## src/rtl/monitor_rx.sv

```systemverilog
// monitor_rx: receive-side latency monitor. Passes packets through (optionally
// scrubbing the embedded transmit stamp), extracts the 64-bit stamp from payload
// words 5-6 plus the IP identification field, and publishes per-packet and
// aggregate one-way latency statistics on the register chain.
//
// Register map (low three address bits, upper bits must equal the block tag):
//   0 software reg (bit0 = clear), 1 pkt_count, 2 {16'h0, last_ip_id},
//   3 last_lat[31:0], 4 last_lat[63:32], 5 min_lat, 6 max_lat, 7 short_pkt_count
//
// state      | meaning
// S_HDR      | passing module header words, waiting for the first data word (w=1)
// S_IPHDR    | data words 2..4; IP identification captured at w=2
// S_STAMP_HI | word 5, carries stamp[63:16] in data[47:0]
// S_STAMP_LO | word 6, carries stamp[15:0] in data[63:48]; stats commit here
// S_BODY     | remaining payload until the EOP word
module monitor_rx #(
  parameter int DATA_WIDTH            = 64,
  parameter int CTRL_WIDTH            = DATA_WIDTH/8,
  parameter int UDP_REG_SRC_WIDTH     = 2,
  parameter int SCRUB_STAMP           = 0,
  parameter int UDP_REG_ADDR_WIDTH    = 23,
  parameter int CPCI_NF2_DATA_WIDTH   = 32,
  parameter int MONITOR_RX_BLOCK_ADDR = 'h42
) (
  input  logic                           clk,
  input  logic                           reset,
  input  logic [DATA_WIDTH-1:0]          in_data,
  input  logic [CTRL_WIDTH-1:0]          in_ctrl,
  input  logic                           in_wr,
  output logic                           in_rdy,
  output logic [DATA_WIDTH-1:0]          out_data,
  output logic [CTRL_WIDTH-1:0]          out_ctrl,
  output logic                           out_wr,
  input  logic                           out_rdy,
  input  logic [63:0]                    timestamp,
  input  logic                           reg_req_in,
  input  logic                           reg_ack_in,
  input  logic                           reg_rd_wr_L_in,
  input  logic [UDP_REG_ADDR_WIDTH-1:0]  reg_addr_in,
  input  logic [CPCI_NF2_DATA_WIDTH-1:0] reg_data_in,
  input  logic [UDP_REG_SRC_WIDTH-1:0]   reg_src_in,
  output logic                           reg_req_out,
  output logic                           reg_ack_out,
  output logic                           reg_rd_wr_L_out,
  output logic [UDP_REG_ADDR_WIDTH-1:0]  reg_addr_out,
  output logic [CPCI_NF2_DATA_WIDTH-1:0] reg_data_out,
  output logic [UDP_REG_SRC_WIDTH-1:0]   reg_src_out
);

  localparam int FW    = CTRL_WIDTH + DATA_WIDTH;
  localparam int TAG_W = UDP_REG_ADDR_WIDTH - 3;
  localparam logic [TAG_W-1:0] L_TAG = TAG_W'(MONITOR_RX_BLOCK_ADDR);

  typedef enum logic [4:0] {
    S_HDR      = 5'b00001,
    S_IPHDR    = 5'b00010,
    S_STAMP_HI = 5'b00100,
    S_STAMP_LO = 5'b01000,
    S_BODY     = 5'b10000
  } state_t;

  // ---------------- input FIFO (fallthrough, depth 4) ----------------
  logic [FW-1:0]         r_mem [4];
  logic [1:0]            r_wr_ptr;
  logic [1:0]            r_rd_ptr;
  logic [2:0]            r_count;
  logic                  w_empty;
  logic                  w_full;
  logic                  w_wr;
  logic                  w_xfer;
  logic [FW-1:0]         w_head;
  logic [CTRL_WIDTH-1:0] w_head_ctrl;
  logic [DATA_WIDTH-1:0] w_head_data;
  logic                  w_is_data;

  assign w_empty     = (r_count == 3'd0);
  assign w_full      = (r_count == 3'd4);
  assign in_rdy      = (r_count < 3'd3);
  assign w_wr        = in_wr && !w_full;
  assign w_xfer      = !w_empty && out_rdy;
  assign w_head      = r_mem[r_rd_ptr];
  assign w_head_ctrl = w_head[FW-1:DATA_WIDTH];
  assign w_head_data = w_head[DATA_WIDTH-1:0];
  assign w_is_data   = (w_head_ctrl == '0);

  // FIFO storage; contents need no reset because r_count gates visibility
  always_ff @(posedge clk) begin
    if (w_wr) r_mem[r_wr_ptr] <= {in_ctrl, in_data};
  end

  // FIFO pointers and occupancy
  always_ff @(posedge clk or posedge reset) begin
    if (reset) begin
      r_wr_ptr <= 2'd0;
      r_rd_ptr <= 2'd0;
      r_count  <= 3'd0;
    end else begin
      if (w_wr)   r_wr_ptr <= r_wr_ptr + 2'd1;
      if (w_xfer) r_rd_ptr <= r_rd_ptr + 2'd1;
      case ({w_wr, w_xfer})
        2'b10:   r_count <= r_count + 3'd1;
        2'b01:   r_count <= r_count - 3'd1;
        default: r_count <= r_count;
      endcase
    end
  end

  // ---------------- parser FSM ----------------
  state_t r_state;
  state_t w_state_nxt;
  logic [2:0] r_w;
  logic [2:0] w_w_nxt;
  logic w_take_rx;
  logic w_take_id;
  logic w_take_hi;
  logic w_commit;
  logic w_short;

  // state and word index register
  always_ff @(posedge clk or posedge reset) begin
    if (reset) begin
      r_state <= S_HDR;
      r_w     <= 3'd1;
    end else begin
      r_state <= w_state_nxt;
      r_w     <= w_w_nxt;
    end
  end

  // next-state decode and capture/commit strobes; nothing moves without a transfer
  always_comb begin
    w_state_nxt = r_state;
    w_w_nxt     = r_w;
    w_take_rx   = 1'b0;
    w_take_id   = 1'b0;
    w_take_hi   = 1'b0;
    w_commit    = 1'b0;
    w_short     = 1'b0;
    case (r_state)
      S_HDR: begin
        if (w_xfer && w_is_data) begin
          w_take_rx   = 1'b1;
          w_state_nxt = S_IPHDR;
          w_w_nxt     = 3'd2;
        end
      end
      S_IPHDR: begin
        if (w_xfer) begin
          if (!w_is_data) begin
            w_short     = 1'b1;
            w_state_nxt = S_HDR;
            w_w_nxt     = 3'd1;
          end else begin
            if (r_w == 3'd2) w_take_id = 1'b1;
            if (r_w == 3'd4) begin
              w_state_nxt = S_STAMP_HI;
              w_w_nxt     = 3'd5;
            end else begin
              w_w_nxt = r_w + 3'd1;
            end
          end
        end
      end
      S_STAMP_HI: begin
        if (w_xfer) begin
          if (!w_is_data) begin
            w_short     = 1'b1;
            w_state_nxt = S_HDR;
            w_w_nxt     = 3'd1;
          end else begin
            w_take_hi   = 1'b1;
            w_state_nxt = S_STAMP_LO;
            w_w_nxt     = 3'd6;
          end
        end
      end
      S_STAMP_LO: begin
        if (w_xfer) begin
          w_commit = 1'b1;
          if (!w_is_data) begin
            w_state_nxt = S_HDR;
            w_w_nxt     = 3'd1;
          end else begin
            w_state_nxt = S_BODY;
            w_w_nxt     = 3'd7;
          end
        end
      end
      S_BODY: begin
        if (w_xfer && !w_is_data) begin
          w_state_nxt = S_HDR;
          w_w_nxt     = 3'd1;
        end
      end
      default: begin
        w_state_nxt = S_HDR;
        w_w_nxt     = 3'd1;
      end
    endcase
  end

  // ---------------- output path ----------------
  logic [DATA_WIDTH-1:0] w_out_data;

  // stamp scrub on words 5 and 6; control is never touched
  always_comb begin
    w_out_data = w_head_data;
    if (SCRUB_STAMP != 0) begin
      if (r_state == S_STAMP_HI) w_out_data[47:0]  = '0;
      if (r_state == S_STAMP_LO) w_out_data[63:48] = '0;
    end
  end

  assign out_data = w_out_data;
  assign out_ctrl = w_head_ctrl;
  assign out_wr   = w_xfer;

  // ---------------- capture and statistics ----------------
  logic [63:0] r_rx_time;
  logic [15:0] r_ip_id_tmp;
  logic [47:0] r_stamp_hi;
  logic [63:0] w_lat;
  logic [31:0] w_lat32;
  logic [31:0] r_pkt_count;
  logic [31:0] r_short_count;
  logic [15:0] r_last_ip_id;
  logic [63:0] r_last_lat;
  logic [31:0] r_min_lat;
  logic [31:0] r_max_lat;
  logic [CPCI_NF2_DATA_WIDTH-1:0] r_sw_reg;

  // low stamp half comes straight from the w=6 head word so commit needs no extra cycle
  assign w_lat   = r_rx_time - {r_stamp_hi, w_head_data[63:48]};
  assign w_lat32 = (w_lat[63:32] == 32'd0) ? w_lat[31:0] : 32'hFFFF_FFFF;

  // per-packet capture: arrival time at w=1, IP id at w=2, stamp high at w=5
  always_ff @(posedge clk or posedge reset) begin
    if (reset) begin
      r_rx_time   <= 64'd0;
      r_ip_id_tmp <= 16'd0;
      r_stamp_hi  <= 48'd0;
    end else begin
      if (w_take_rx) r_rx_time   <= timestamp;
      if (w_take_id) r_ip_id_tmp <= w_head_data[47:32];
      if (w_take_hi) r_stamp_hi  <= w_head_data[47:0];
    end
  end

  // statistics; a set clear bit overrides any commit in the same cycle
  always_ff @(posedge clk or posedge reset) begin
    if (reset) begin
      r_pkt_count   <= 32'd0;
      r_short_count <= 32'd0;
      r_last_ip_id  <= 16'd0;
      r_last_lat    <= 64'd0;
      r_min_lat     <= 32'hFFFF_FFFF;
      r_max_lat     <= 32'd0;
    end else if (r_sw_reg[0]) begin
      r_pkt_count   <= 32'd0;
      r_short_count <= 32'd0;
      r_last_ip_id  <= 16'd0;
      r_last_lat    <= 64'd0;
      r_min_lat     <= 32'hFFFF_FFFF;
      r_max_lat     <= 32'd0;
    end else begin
      if (w_commit) begin
        r_pkt_count  <= r_pkt_count + 32'd1;
        r_last_ip_id <= r_ip_id_tmp;
        r_last_lat   <= w_lat;
        if (w_lat32 < r_min_lat) r_min_lat <= w_lat32;
        if (w_lat32 > r_max_lat) r_max_lat <= w_lat32;
      end
      if (w_short) r_short_count <= r_short_count + 32'd1;
    end
  end

  // ---------------- register chain node ----------------
  logic                           w_hit;
  logic [CPCI_NF2_DATA_WIDTH-1:0] w_rd_data;

  assign w_hit = reg_req_in && !reg_ack_in &&
                 (reg_addr_in[UDP_REG_ADDR_WIDTH-1:3] == L_TAG);

  // read-data select by register index
  always_comb begin
    w_rd_data = '0;
    case (reg_addr_in[2:0])
      3'd0: w_rd_data = r_sw_reg;
      3'd1: w_rd_data = CPCI_NF2_DATA_WIDTH'(r_pkt_count);
      3'd2: w_rd_data = CPCI_NF2_DATA_WIDTH'({16'h0, r_last_ip_id});
      3'd3: w_rd_data = CPCI_NF2_DATA_WIDTH'(r_last_lat[31:0]);
      3'd4: w_rd_data = CPCI_NF2_DATA_WIDTH'(r_last_lat[63:32]);
      3'd5: w_rd_data = CPCI_NF2_DATA_WIDTH'(r_min_lat);
      3'd6: w_rd_data = CPCI_NF2_DATA_WIDTH'(r_max_lat);
      default: w_rd_data = CPCI_NF2_DATA_WIDTH'(r_short_count);
    endcase
  end

  // one-cycle forwarding stage; claims requests addressed to this block
  always_ff @(posedge clk or posedge reset) begin
    if (reset) begin
      reg_req_out     <= 1'b0;
      reg_ack_out     <= 1'b0;
      reg_rd_wr_L_out <= 1'b1;
      reg_addr_out    <= '0;
      reg_data_out    <= '0;
      reg_src_out     <= '0;
      r_sw_reg        <= '0;
    end else begin
      reg_req_out     <= reg_req_in;
      reg_rd_wr_L_out <= reg_rd_wr_L_in;
      reg_addr_out    <= reg_addr_in;
      reg_src_out     <= reg_src_in;
      if (w_hit) begin
        reg_ack_out  <= 1'b1;
        reg_data_out <= reg_rd_wr_L_in ? w_rd_data : reg_data_in;
        if (!reg_rd_wr_L_in && reg_addr_in[2:0] == 3'd0) r_sw_reg <= reg_data_in;
      end else begin
        reg_ack_out  <= reg_ack_in;
        reg_data_out <= reg_data_in;
      end
    end
  end

endmodule

```

## config.mk

```make
export PLATFORM = sky130hd
export DESIGN_NAME = monitor_rx
export DESIGN_NICKNAME = d
export VERILOG_FILES = /design/src/rtl/monitor_rx.sv
export SDC_FILE = /design/constraint.sdc
export NUM_CORES = 1
export LEC_CHECK = 0
export BUFFER_PORTS_ARGS = -buffer_cell sky130_fd_sc_hd__buf_4
export CAP_MARGIN = 20
export CORE_MARGIN = 1
export CORE_UTILIZATION = 54
export DETAILED_ROUTE_END_ITERATION = 10
export PLACE_DENSITY_LB_ADDON = 0.3
export SLEW_MARGIN = 0
export SYNTH_ARGS = -nofsm -noshare
export SYNTH_HDL_FRONTEND = slang
export SYNTH_SLANG_ARGS = --single-unit
```

## constraint.sdc

```tcl
create_clock -name clk -period 12.3 [get_ports clk]
set_clock_uncertainty 0.05 [all_clocks]
set_input_delay 0.615 -clock clk [delete_from_list [all_inputs] [get_ports clk]]
set_output_delay 0.615 -clock clk [all_outputs]
set_load 0.05 [all_outputs]
```

==> results of run 1 <==
## final cells by class
| class | count | share of cell area [%] |
|---|---|---|
| Sequential cell | 731 | 46.59 |
| Multi-Input combinational cell | 2144 | 36.61 |
| Timing Repair Buffer | 369 | 6.551 |
| Clock buffer | 94 | 4.937 |
| Tap cell | 873 | 2.571 |
| Clock inverter | 52 | 1.361 |
| Inverter | 153 | 1.361 |
| Antenna cell | 4 | 0.02356 |
## repair_timing
item                       4_1_cts  5_1_grt
hold buffers                     1        0
setup endpoints to repair        0        0
resized for setup                0        0
hold endpoints to repair         2        0
## worst paths after layout
check / end / slack, ns
hold / removal: reg_src_out[1]$_DFF_PP0_ / 0.04
min in group asynchronous: reg_src_out[0]$_DFF_PP0_ / 0.35
setup reg to reg: r_min_lat[24]$_DFFE_PP1P_ / 2.29
hold reg to reg: r_last_ip_id[13]$_DFFE_PP0P_ / 0.45
setup / recovery: r_min_lat[24]$_DFFE_PP1P_ / 2.29
max in group asynchronous: r_rx_time[58]$_DFFE_PP0P_ / 9.08
## cells in the final DEF (no fill, tap or decap), types with 43 or more instances in the layout
master,n
clkbuf_16,79
nand2_1,305
dfrtp_1,405
mux4_2,81
inv_1,151
nor2_1,257
edfxtp_1,288
xor2_1,62
mux2_2,183
o21ai_0,153
buf_4,366
a21oi_1,243
nand4_1,72
ha_1,137
xnor2_1,43
## where the power goes
part	internal [mW]	switching, mW	total [mW]	leakage [nW]
clock	1.39	1.03	2.42	1.30
sequential	2.83	0.130	2.96	8.54
combinational	1.75	3.54	5.29	8.30
## layer usage
metal | global-route usage [%] | vias up
met5 | 0 | -
met4 | 16.57 | 0
met3 | 6.109 | 255
met2 | 48.17 | 1180
met1 | 37.98 | 13400
li1 | - | 12320
## worst max-delay path: cells and delay by family (launching register included)
| family | cells | cell delay (ns) |
|---|---|---|
| AOI/OAI and AO/OA | 17 | 4.73 |
| adders and majority gates | 3 | 0.76 |
| buffers and inverters | 3 | 0.81 |
| DFF | 1 | 0.84 |
| muxes | 1 | 0.64 |
| and+or+nand+nor | 6 | 2.02 |
## per-stage QoR
step	cells	instance area [um^2]	hold slack [ns]	setup slack (ns)
after floorplan	3209	36590	0.4247	3.619
final	4420	42480	0.03659	2.285
after global routing	4420	42480	0.02359	1.667
after global placement	4267	39770	0.4371	2.896
after detailed placement	4267	39770	0.4440	2.580
after CTS	4414	42460	0.008023	2.481
## kinds of logic after synthesis
group | synth area share, %
AOI/OAI and AO/OA | 12.09
and+or+nand+nor | 11.71
buffers and inverters | 3.553
xor gates and xnor gates | 2.514
muxes | 11.28
DFF | 54.06
adders and majority gates | 4.795
==> flow_metrics.env, run 1 <==
export IMPL_cts_sinks=731
export IMPL_cts_tree="built"
export IMPL_vias=27150
export IMPL_crit_top_cell="a21o_1"
export IMPL_multiInputGateArea_um2=15550
export IMPL_synth_commonest_cells="dfrtp_1 (408), nand2_1 (306), edfxtp_1 (288), nor2_1 (257), a21oi_1 (244)"
export IMPL_pin_count=334
export IMPL_worst_setup_path_start_kind="flip-flop"
export IMPL_antenna_found_initial=5
export IMPL_hold_viol_final=0
export IMPL_slew_viol_final=0
export IMPL_yosysMostFrequentCell="dfrtp_1"
export IMPL_dr_pass1_iters=5
export IMPL_clkSlewWorstSetupHoldPaths_ns=0.06
export IMPL_hp_start="reg_src_in[1]"
export IMPL_fmax_mhz=99.85
export IMPL_hold_path_depth=1
export IMPL_final_fill_count=5193
export IMPL_drc=0
export IMPL_synth_ff_type="dfrtp_1"
export IMPL_async_reset_ff_share_pct=60.60
export IMPL_powerDensity_nw_per_um2=251.3
export IMPL_startpoint="r_rd_ptr[0]$_DFFE_PP0P_"
export IMPL_grt_pass1_vias=26850
export IMPL_via_per_inst=6.143
export IMPL_insertion_delay_ns=0.65
export IMPL_finalSetupViolCount=0
export IMPL_critPathMaxStageDelay_ns=0.94
export IMPL_slowest_stage="a2111oi_0"
export IMPL_power_leakage_nw=18.14
export IMPL_dp_hpwl_um=74900
export IMPL_die_w_um=262.3
export IMPL_synth_seq_cells=731
export IMPL_drive_gt1_share_pct=23.54
export IMPL_antenna_left=0
export IMPL_regMostFlops="r_mem"
export IMPL_fin_crit_sh_pct=81.42
export IMPL_reg_top3="r_mem (288), r_last_lat (64), r_rx_time (64)"
export IMPL_cts_setup_buffers=0
export IMPL_yosys_area_top_type="dfrtp_1"
export IMPL_nets=3817
export IMPL_io_buffers=333
export IMPL_rsz0062_at_grt="false"
export IMPL_synthCells=3209
export IMPL_yosysUniqueCellTypes=85
export IMPL_grt_usage_pct=29.89
export IMPL_die_h_um=262.3
export IMPL_grt_max_degree=166
export IMPL_rr_startpoint="r_rd_ptr[0]$_DFFE_PP0P_"
export IMPL_wl_met1_um=40940
export IMPL_max_cap_viol_count=0
export IMPL_vdd_ir_drop_max_mv=0.1990
export IMPL_clockBufferDepth=3
export IMPL_cts_buffers_inserted=79
export IMPL_max_slew_margin_pct=25.37
export IMPL_area_growth_pct=16.11
export IMPL_htreeDepth=3
export IMPL_worstSetupPathType="flip-flop to flip-flop"
export IMPL_ys_warnings_count=0
export IMPL_crit_fanout=32
export IMPL_status="complete, no violations"
export IMPL_tns_ns=0
export IMPL_syn_area_um2=36590
export IMPL_place_congestion=0.9816
export IMPL_grt_pass1_wl_um=158400
export IMPL_grt_overflow_total=0
export IMPL_rows=95
export IMPL_ys_seq_area_share_pct=54.06
export IMPL_syn_nets=3548
export IMPL_drtIter0Drc=2683
export IMPL_highest_layer="met4"
export IMPL_initial_core_util_pct=54.48
export IMPL_synth_top_cell_area_share_pct=27.91
export IMPL_final_util_pct=63.25
export IMPL_r2r_cells=30
export IMPL_synth_edff_count=288
export IMPL_ys_top_cells_by_area="dfrtp_1 (28%), edfxtp_1 (24%), mux2_2 (5.6%), mux4_2 (5.0%), ha_1 (4.7%)"
export IMPL_wl_met3_um=7618
export IMPL_syn_avg_cell_area_um2=11.40
export IMPL_min_path_type="primary input to flip-flop"
export IMPL_root_buffer="clkbuf_16"
export IMPL_wl_um=103500
export IMPL_required_ns=12.78
export IMPL_routed_wl_met2_um=49020
export IMPL_min_period_ns=10.01
export IMPL_arrival_ns=10.50
export IMPL_core_area_um2=67160
export IMPL_die_area_um2=68800
export IMPL_seqCellArea_um2=19790
export IMPL_critPathCaptureType="flip-flop"
export IMPL_total_power_mw=10.68
export IMPL_tightest_slew_ns=1.117
export IMPL_wl_per_cell_um=23.42
export IMPL_largest_register_ffs=288
Power figures use the tool's default switching activity.
==> run 2: changes to the inputs <==
--- a/config.mk
+++ b/config.mk
@@ -8,7 +8,7 @@
 export BUFFER_PORTS_ARGS = -buffer_cell sky130_fd_sc_hd__buf_4
 export CAP_MARGIN = 20
 export CORE_MARGIN = 1
-export CORE_UTILIZATION = 54
+export CORE_UTILIZATION = 59
 export DETAILED_ROUTE_END_ITERATION = 10
 export PLACE_DENSITY_LB_ADDON = 0.3
 export SLEW_MARGIN = 0
==> constraint.sdc (replaced) <==
create_clock -name clk -period 9.7 [get_ports clk]
set_clock_uncertainty 0.05 [all_clocks]
set_input_delay 0.485 -clock clk [delete_from_list [all_inputs] [get_ports clk]]
set_output_delay 0.485 -clock clk [all_outputs]
set_load 0.05 [all_outputs]
==> flow_metrics.env, run 2 (same netlist as run 1, synthesis figures left out) <==
export IMPL_antenna_left=0
export IMPL_cts_tree="built"
export IMPL_die_w_um=251.0
export IMPL_root_buffer="clkbuf_16"
export IMPL_hold_buffers=96
export IMPL_tns_ns=0
export IMPL_vdd_ir_drop_max_mv=0.2625
export IMPL_critPathMaxStageDelay_ns=0.90
export IMPL_tightest_slew_ns=1.052
export IMPL_diodes=0
export IMPL_die_h_um=251.0
export IMPL_grt_pass1_vias=28710
export IMPL_rsz0062_at_grt="false"
export IMPL_finalSetupViolCount=0
export IMPL_area_growth_pct=18.04
export IMPL_cts_buffers_inserted=76
export IMPL_cts_sinks=731
export IMPL_grt_usage_pct=37.27
export IMPL_place_inst=4184
export IMPL_final_common_cell="dfrtp_1"
export IMPL_arrival_ns=9.17
export IMPL_dp_slack_ns=1.180
export IMPL_worstSetupPathType="flip-flop to flip-flop"
export IMPL_fmax_mhz=115.6
export IMPL_dp_hpwl_um=80620
export IMPL_max_cap_viol_count=0
export IMPL_min_path_type="primary input to flip-flop"
export IMPL_grt_pass1_wl_um=176500
export IMPL_min_period_ns=8.650
export IMPL_path_delay_family="compound AO/OA/AOI/OAI gates"
export IMPL_worst_setup_path_start_kind="flip-flop"
export IMPL_setup_slack_ns=1.050
export IMPL_regMostFlops="r_mem"
export IMPL_stdcell_area_um2=43190
export IMPL_nets=3918
export IMPL_grt_max_degree=93
export IMPL_powerDensity_nw_per_um2=319.0
export IMPL_hold_viol_final=0
export IMPL_status="complete, no violations"
export IMPL_drive_gt1_share_pct=22.81
export IMPL_slew_viol_final=0
export IMPL_cts_setup_buffers=0
export IMPL_drtIter0Drc=2955
export IMPL_antenna_found_initial=2
export IMPL_required_ns=10.22
export IMPL_wl_per_cell_um=26.47
export IMPL_finalNonFillerCells=4421
export IMPL_initial_core_util_pct=60.16
export IMPL_place_congestion=0.9801
export IMPL_rows=90
export IMPL_crit_fanout=33
export IMPL_die_area_um2=63010
export IMPL_wl_um=117000
export IMPL_cts_resized=0
export IMPL_clockBufferDepth=3
export IMPL_dr_pass1_iters=6
export IMPL_final_cell_mix="dfrtp_1 (405), buf_4 (373), nand2_1 (305)"
export IMPL_critPathCaptureType="flip-flop"
export IMPL_grt_overflow_total=0
export IMPL_htreeDepth=3
export IMPL_largest_register_ffs=288
export IMPL_path_buf_inv=3
export IMPL_placed_cell_area_um2=39700
export IMPL_max_slew_margin_pct=29.62
export IMPL_power_leakage_nw=18.50
export IMPL_core_area_um2=60810
export IMPL_slowest_stage="a2111oi_1"
export IMPL_pin_count=334
export IMPL_io_buffers=333
export IMPL_crit_top_cell="a21o_1"
export IMPL_clkSlewWorstSetupHoldPaths_ns=0.06
export IMPL_fin_crit_sh_pct=89.18
export IMPL_whs_ns=0.01646
export IMPL_reg_top3="r_mem (288), r_last_lat (64), r_rx_time (64)"
export IMPL_drc=0
export IMPL_via_per_inst=6.429
export IMPL_insertion_delay_ns=0.65
export IMPL_vias=28420
==> run 2: report_power, final <==
part	leakage (nW)	total, mW	switching, mW	internal [mW]
Clock	1.21	2.94	1.29	1.65
Sequential	8.54	3.76	0.173	3.59
Combinational	8.75	7.08	4.81	2.27
Total	18.5	13.8	6.27	7.51
==> run 2: worst paths after layout <==
path	startpoint	endpoint	slack, ns	depth (start not counted)
worst max-delay path	r_rd_ptr[0]$_DFFE_PP0P_	r_min_lat[22]$_DFFE_PP1P_	1.05	27
worst min-delay path	in_data[18]	r_mem[1][18]$_DFFE_PP_	0.02	1
worst max register to register	r_rd_ptr[0]$_DFFE_PP0P_	r_min_lat[22]$_DFFE_PP1P_	1.05	27
worst min register to register	r_stamp_hi[45]$_DFFE_PP0P_	r_stamp_hi[45]$_DFFE_PP0P_	0.46	1
max in group asynchronous	reset	r_rx_time[55]$_DFFE_PP0P_	6.96	5
min in group asynchronous	reset	reg_addr_out[3]$_DFF_PP0_	0.46	3
==> run 2: routing by layer <==
layer,share of wire (%),vias to the layer above,track usage [%]
met5,0.043,-,0
met4,5.3,2,18.40
met3,6.9,302,5.446
met2,50,1421,62.73
met1,38,14200,47.43
li1,-,12500,-
==> run 2: layout make-up <==
type	count	area (um^2)
tap	782	978.4
clock inverter	41	429.2
inverter	153	578.1
multi-input combinational	2144	15550
clock buffer	97	2042
timing repair buffer	473	3820
fill	4176	17620
sequential	731	19790
==> run 2: metrics by stage <==
| stage | util (%) | power (mW) |
|---|---|---|
| 3_3_place_gp | 65.28 | 10.56 |
| 2_1_floorplan | - | 8.351 |
| 6_report | 71.02 | 13.78 |
| 5_1_grt | 71.02 | 14.26 |
| 4_1_cts | 70.93 | 13.59 |
| 3_5_place_dp | 65.28 | 10.61 |
